$ cat config.mk
export PLATFORM = sky130hd
export DESIGN_NAME = pipe_hazard_ctrl
export DESIGN_NICKNAME = d
export VERILOG_FILES = /design/src/rtl/pipe_hazard_ctrl.sv
export SDC_FILE = /design/constraint.sdc
export NUM_CORES = 1
export LEC_CHECK = 0
export ABC_AREA = 1
export CAP_MARGIN = 20
export CORE_ASPECT_RATIO = 0.8
export CORE_MARGIN = 4
export CORE_UTILIZATION = 35
export DETAILED_ROUTE_END_ITERATION = 10
export PLACE_DENSITY = 0.7
export RECOVER_POWER = 50
export REMOVE_ABC_BUFFERS = 1
export SYNTH_ARGS = -nofsm -noshare
export SYNTH_HDL_FRONTEND = slang
export SYNTH_SLANG_ARGS = --single-unit
$ cat constraint.sdc
create_clock -name clk -period 1.3 [get_ports clk]
set_input_delay 0.39 -clock clk [delete_from_list [all_inputs] [get_ports clk]]
set_output_delay 0.39 -clock clk [all_outputs]
set_load 0.01 [all_outputs]
$ cat src/rtl/pipe_hazard_ctrl.sv
// pipe_hazard_ctrl: hazard sequencer for the IF/ID/EX/WB core.
// It tracks the EX and WB slots and produces stall, flush, PC redirect and the WB->EX forward select.
// Optional build macro PIPE_PERF_CNT_EN adds the saturating stall_cnt / flush_cnt performance counters.
module pipe_hazard_ctrl #(
   parameter int RA_W  = 3,
   parameter int CNT_W = 16
) (
   input  logic            clk,
   input  logic            reset,
   input  logic            imem_ready,
   input  logic            id_valid,
   input  logic [1:0]      id_opcode,
   input  logic [RA_W-1:0] id_rd,
   input  logic [RA_W-1:0] id_rs,
   output logic            stall,
   output logic            flush,
   output logic            pc_load,
   output logic            ex_valid,
   output logic            fwd_rs,
   output logic            wb_we,
   output logic [RA_W-1:0] wb_rd,
   output logic            illegal_op
`ifdef PIPE_PERF_CNT_EN
   ,
   output logic [CNT_W-1:0] stall_cnt,
   output logic [CNT_W-1:0] flush_cnt
`endif
);

   localparam logic [1:0] OP_MOVI = 2'b00;
   localparam logic [1:0] OP_SLL  = 2'b01;
   localparam logic [1:0] OP_ILL  = 2'b10;
   localparam logic [1:0] OP_JMP  = 2'b11;

   typedef enum logic {RUN, REDIRECT} state_t;

   state_t          state_q, state_d;
   logic            ex_v_q, ex_v_d;
   logic [1:0]      ex_op_q, ex_op_d;
   logic [RA_W-1:0] ex_rd_q, ex_rd_d;
   logic [RA_W-1:0] ex_rs_q, ex_rs_d;
   logic            wb_v_q, wb_v_d;
   logic            wb_we_q, wb_we_d;
   logic [RA_W-1:0] wb_rd_q, wb_rd_d;
   logic            illegal_q, illegal_d;
   logic            advance;
   logic            take_id;

   // Control outputs and FSM next state: a jump in EX redirects, then one more squash cycle follows.
   always_comb begin
      state_d = state_q;
      stall   = !imem_ready;
      advance = imem_ready;
      pc_load = 1'b0;
      flush   = 1'b0;
      case (state_q)
         RUN: begin
            pc_load = ex_v_q && (ex_op_q == OP_JMP);
            flush   = pc_load;
            if (advance && pc_load) begin
               state_d = REDIRECT;
            end
         end
         REDIRECT: begin
            flush = 1'b1;
            if (advance) begin
               state_d = RUN;
            end
         end
         default: state_d = RUN;
      endcase
   end

   // Slot movement: ID enters EX unless squashed, EX moves to WB; everything holds while stalled.
   always_comb begin
      take_id   = id_valid && !flush;
      ex_v_d    = ex_v_q;
      ex_op_d   = ex_op_q;
      ex_rd_d   = ex_rd_q;
      ex_rs_d   = ex_rs_q;
      wb_v_d    = wb_v_q;
      wb_we_d   = wb_we_q;
      wb_rd_d   = wb_rd_q;
      illegal_d = 1'b0;
      if (advance) begin
         wb_v_d    = ex_v_q;
         wb_we_d   = ex_v_q && ((ex_op_q == OP_MOVI) || (ex_op_q == OP_SLL));
         wb_rd_d   = ex_rd_q;
         ex_v_d    = take_id;
         ex_op_d   = take_id ? id_opcode : OP_MOVI;
         ex_rd_d   = take_id ? id_rd : '0;
         ex_rs_d   = take_id ? id_rs : '0;
         illegal_d = take_id && (id_opcode == OP_ILL);
      end
   end

   // Forwarding only for SLL, and only from a WB slot that actually writes the register SLL reads.
   always_comb begin
      fwd_rs     = ex_v_q && (ex_op_q == OP_SLL) && wb_v_q && wb_we_q && (wb_rd_q == ex_rs_q);
      ex_valid   = ex_v_q;
      wb_we      = wb_we_q;
      wb_rd      = wb_rd_q;
      illegal_op = illegal_q;
   end

   // State registers with synchronous reset; reset also drops any pending redirect.
   always_ff @(posedge clk) begin
      if (reset) begin
         state_q   <= RUN;
         ex_v_q    <= 1'b0;
         ex_op_q   <= OP_MOVI;
         ex_rd_q   <= '0;
         ex_rs_q   <= '0;
         wb_v_q    <= 1'b0;
         wb_we_q   <= 1'b0;
         wb_rd_q   <= '0;
         illegal_q <= 1'b0;
      end else begin
         state_q   <= state_d;
         ex_v_q    <= ex_v_d;
         ex_op_q   <= ex_op_d;
         ex_rd_q   <= ex_rd_d;
         ex_rs_q   <= ex_rs_d;
         wb_v_q    <= wb_v_d;
         wb_we_q   <= wb_we_d;
         wb_rd_q   <= wb_rd_d;
         illegal_q <= illegal_d;
      end
   end

`ifdef PIPE_PERF_CNT_EN
   logic [CNT_W-1:0] stall_cnt_q, stall_cnt_d;
   logic [CNT_W-1:0] flush_cnt_q, flush_cnt_d;

   // Saturating counters: stalled cycles, and flush cycles that actually squash an ID slot.
   always_comb begin
      stall_cnt_d = stall_cnt_q;
      flush_cnt_d = flush_cnt_q;
      if (stall && (stall_cnt_q != '1)) begin
         stall_cnt_d = stall_cnt_q + CNT_W'(1);
      end
      if (flush && advance && (flush_cnt_q != '1)) begin
         flush_cnt_d = flush_cnt_q + CNT_W'(1);
      end
      stall_cnt = stall_cnt_q;
      flush_cnt = flush_cnt_q;
   end

   // Counter registers, cleared by reset.
   always_ff @(posedge clk) begin
      if (reset) begin
         stall_cnt_q <= '0;
         flush_cnt_q <= '0;
      end else begin
         stall_cnt_q <= stall_cnt_d;
         flush_cnt_q <= flush_cnt_d;
      end
   end
`endif

endmodule

### After elaboration in Yosys (flattened, before gate mapping)

Index checks and enable logic that the tools add are counted.

| storage, ports and cells | value |
|---|---|
| output and inout bits | 10 |
| logic and storage cells | 37 |
| input bits | 12 |
| bits in registers | 16 |

| operators by class | value |
|---|---|
| mux-type cells | 8 |
| reductions and logical operators | 14 |
| bitwise operators | 2 |
| equal/unequal tests | 4 |

Operator list:

| kind | count |
|---|---|
| $logic_and 1x1->1 | 9 |
| $mux 3 | 2 |
| $eq 2x2->1 const B | 2 |
| $pmux 1 s2 | 2 |
| $eq 3x3->1 | 1 |
| $mux 1 | 3 |
| $eq 2x1->1 const B | 1 |
| $logic_not 1->1 | 2 |
| $logic_not 2->1 | 1 |
| $mux 2 | 1 |
| $not 1->1 | 2 |
| $reduce_or 2->1 | 1 |
| $logic_or 1x1->1 | 1 |

### Logic depth before layout (Yosys ltp)

| depth | value |
|---|---|
| word-level depth | 6 |
| gate-level depth with buffers | 6 |
| depth with buffers taken out | 6 |

### Least setup slack after synthesis

No wires, ideal clock.

| timing path | value |
|---|---|
| path kind | reg-to-output |
| from | register ex_v_q (netlist: ex_valid) |
| to | output port fwd_rs |
| slack | 2 ps |
| stages on the path, launching flop included | 5 |
| data arrival time | 908 ps |
| data required time | 910 ps |
| buffers on the path | 0 |
| path through | dfxtp_1 nand2_1 a21oi_1 nand3_1 nor2_1 |

| between the ends | value |
|---|---|
| cells in the longest elaborated chain, start to end | 4 |

Ends and longest elaborated chain:

| what | line | source |
|---|---|---|
| from (decl) | 38 | `logic ex_v_q, ex_v_d;` |
| from (signal assigned) | 120 | `ex_v_q <= ex_v_d;` |
| $logic_and 1x1->1 (4 in a row) | 99 | `fwd_rs = ex_v_q && (ex_op_q == OP_SLL) && wb_v_q && wb_we_q && (wb_rd_q == ex_rs_q);` |
| to (decl) | 19 | `output logic fwd_rs,` |

Every way passes these cells.

### Final worst setup path

| timing path | value |
|---|---|
| from | register ex_op_q[0] |
| to | output port fwd_rs |

| between the ends | value |
|---|---|
| cells in the longest elaborated chain, start to end | 5 |

Ends and longest elaborated chain:

| what | line | source |
|---|---|---|
| from (decl) | 39 | `logic [1:0] ex_op_q, ex_op_d;` |
| from (signal assigned) | 121 | `ex_op_q <= ex_op_d;` |
| $eq 2x1->1 | 99 |  |
| $logic_and 1x1->1 (4 in a row) | 99 |  |

Every way passes these cells.

==> impl_metrics.py <==
metrics = {
    "run_status": {
        "status": "finished, violations left",
        "violations": "negative setup slack",
    },
    "layout": {
        "fin_util": 0.6074,
        "final_area_mm2": 0.001047,
        "num_antenna_cells": 0,
        "syn2layout_area_growth_pct": 53.86,
        "drive_gt1_frac": 0.3852,
        "layout.nets": 135,
    },
    "yosys": {
        "synth_top_family_by_area": "simple AND/OR/NAND/NOR gates",
        "postSynthCellCount": 85,
        "synth_cell_types": 21,
        "synth_compound_area_frac": 0.1581,
        "muxShareOfSynthArea": 0,
        "yosys.area_share.xor_xnor": 0.01287,
        "synth_top_cells_by_area": "dfxtp_1 47%, a21oi_1 8.8%, nand2_1 8.3%",
        "synth_area_leader_cell": "dfxtp_1",
        "synth_top_area_share": 0.4706,
        "synth_seq_area_share": 0.4706,
        "synth-simple-area-share": 0.2776,
        "synth-seq-cells": 16,
        "syn_area_per_cell_um2": 8.008,
        "synth_fa_ha_area_frac": 0,
        "synth_area_um2": 680.7,
        "yosys_warnings": 0,
    },
    "worst_setup_path": {
        "critical_path_class": "register to primary output",
        "cp.required_ns": 0.91,
        "endpoint_kind": "primary output",
        "worstSetupStartpointType": "register",
        "crit_arrival_ns": 1.13,
        "crit_fanout": 2,
    },
    "floorplan": {
        "rows": 13,
        "design.core.area_mm2": 0.001724,
        "start_util": 0.3948,
        "die_width_um": 57.31,
        "die_y_um": 47.45,
        "pin_count": 22,
        "die-area_mm2": 0.002719,
    },
    "place": {
        "dp_slack_ns": -0.5120,
        "port_buffers": 21,
        "routabilityCongestion": 0.7526,
        "place_area_um2": 996.0,
        "place_hpwl_um": 1308,
    },
    "clock_tree": {
        "hold_buffers": 0,
        "cts.htree.levels": 1,
        "cts_sinks": 16,
        "clock_latency_ns": 0.28,
        "cts_tree": "yes",
        "cts_buffers": 3,
        "cts_root_buf": "clkbuf_4",
        "clockBufferDepth": 2,
        "path_clk_slew_ns": 0.09,
    },
    "sta": {
        "relSlewSlack": 0.8207,
        "post-route-period-util": 1.167,
        "worst-slew-pin-transition_ns": 0.2689,
        "grt_setup_unrepaired": "yes",
        "setup_tns_ns": -0.4331,
        "fmax_mhz": 659.3,
        "final.min_clock_period_ns": 1.517,
        "drv_slew": 0,
        "fin_ws_ns": -0.2167,
        "finalSetupViolCount": 3,
        "clock_skew_ns": 0.004413,
        "whs_ns": 0.4739,
        "finalHoldViolations": 0,
    },
    "grt": {
        "antenna_found_initial": 0,
        "grt_max_degree": 16,
        "overflow": 0,
        "grt_pass1_wl_um": 2642,
        "track_usage": 0.1319,
        "grt_pass1_vias": 611,
    },
    "min_path": {
        "min_path_type": "register to register",
    },
    "detailed_routing": {
        "ant_nets": 0,
        "vias": 701,
        "routed_wl_um": 1827,
        "drc": 0,
        "drt_iter0_drc": 3,
        "drtPass1Iterations": 3,
        "routedWlPerCell_um": 12.69,
        "viasPerCell": 4.868,
    },
    "pwr": {
        "p_leak_nw": 0.4427,
        "powerDensity_mw_per_mm2": 969.9,
        "peakVddDrop_mv": 0.9030,
    },
    "flow_run": {
        "cap_viol_max_count": 0,
    },
}
[layout by cell type (no fill, tap or decap)]
cell type        Yosys  layout
nand2_1             15      14
a21oi_1             12      12
buf_4                0      10
dfxtp_2              0       9
clkdlybuf4s50_1      0       9
nor2_1               8       8
nand4_1              8       8
dfxtp_1             16       7
buf_2                1       6
inv_2                1       4
clkbuf_4             0       4
buf_6                1       4
inv_1                6       3
o21ai_0              4       3
nand3_1              2       2
o21ai_1              2       2
dlygate4sd2_1        0       2
clkbuf_1             1       2
nand3_4              1       1
nand2_4              0       1
xnor2_2              0       1
a21oi_2              1       1
o21ai_2              0       1
nand2_2              1       1
clkinv_4             1       1
nand4_2              1       1
a2bb2oi_1            1       1
or2_2                1       1
clkbuf_8             0       1
dlygate4sd3_1        0       1
clkdlybuf4s15_1      0       1
[synth_stat cells]
cell,count
buf_2,1
nor2_1,8
nand2_1,15
dfxtp_1,16
a21oi_2,1
nand4_1,8
xnor2_1,1
clkbuf_1,1
inv_1,6
a21oi_1,12
nand4_2,1
o21ai_0,4
nand2_2,1
a2bb2oi_1,1
inv_2,1
clkinv_4,1
buf_6,1
or2_2,1
nand3_1,2
o21ai_1,2
nand3_4,1
[final timing paths]
check	from	endpoint	slack [ns]	cells past startpoint
setup / recovery	ex_op_q[0]	fwd_rs	-0.22	5
hold / removal	ex_rd_q[2]	ex_rd_q[2]	0.47	2
setup reg to reg	ex_op_q[0]	ex_op_q[1]	0.29	5
hold reg to reg	ex_rd_q[2]	ex_rd_q[2]	0.47	2
[power by group]
part	leakage (nW)	switching [mW]	internal (mW)
Clock	0.0210	0.154	0.171
Combinational	0.287	0.0761	0.0875
Sequential	0.134	0.0156	0.512
Total	0.443	0.246	0.770
[critical path, stage by stage (launching register included)]
cell and delay, ns:
dfxtp_2 0.36, nand2_1 0.07, a21oi_2 0.10, nand3_1 0.08, nor2_1 0.10, buf_2 0.13
[cell families (layout without fill, tap and decap cells)]
family	count (synthesis)	in the layout
simple gates	37	37
compound gates	20	20
flops	16	16
buf+inv	11	48
xor+xnor	1	1
[routing by layer]
layer  wire length (um)  share of wire  track usage  vias up
met3                101          0.055      0.04852        2
met5                  0              0            0        -
li1                   -              -            -      364
met2                876           0.48       0.2301       16
met4                 13         0.0071      0.02778        0
met1                835           0.46       0.1609      319
[registers in the layout (all words and copies together), names as in the netlist]
signal,count
ex_op_q,2
ex_rd_q,3
ex_rs_q,3
ex_valid,1
illegal_op,1
state_q,1
wb_rd,3
wb_v_q,1
wb_we,1
[metrics by stage]
stage | total power [mW] | cells
finish | 1.016 | 144
global route | 1.054 | 144
CTS | 1.019 | 143
detailed placement | 0.6978 | 138
global placement | 0.6946 | 138
floorplan | 0.5918 | 82
[timing repair]
item / in CTS / in global routing
gates cloned: 0 / 0
buffers inserted: 1 / 2
endpoints found under the setup margin: 10 / 5
pin swaps: 3 / 4
gates resized for setup: 47 / 12
[cell type report]
cell class              count  area (um^2)
fillers                   173        676.9
well taps                  22        27.53
flip-flops and latches     16        331.6
inverters                   8        35.03
clock buffers               4        36.28
multi-input cells          58        324.1
repair buffers             36        292.8
Power figures use the tool's default switching activity.
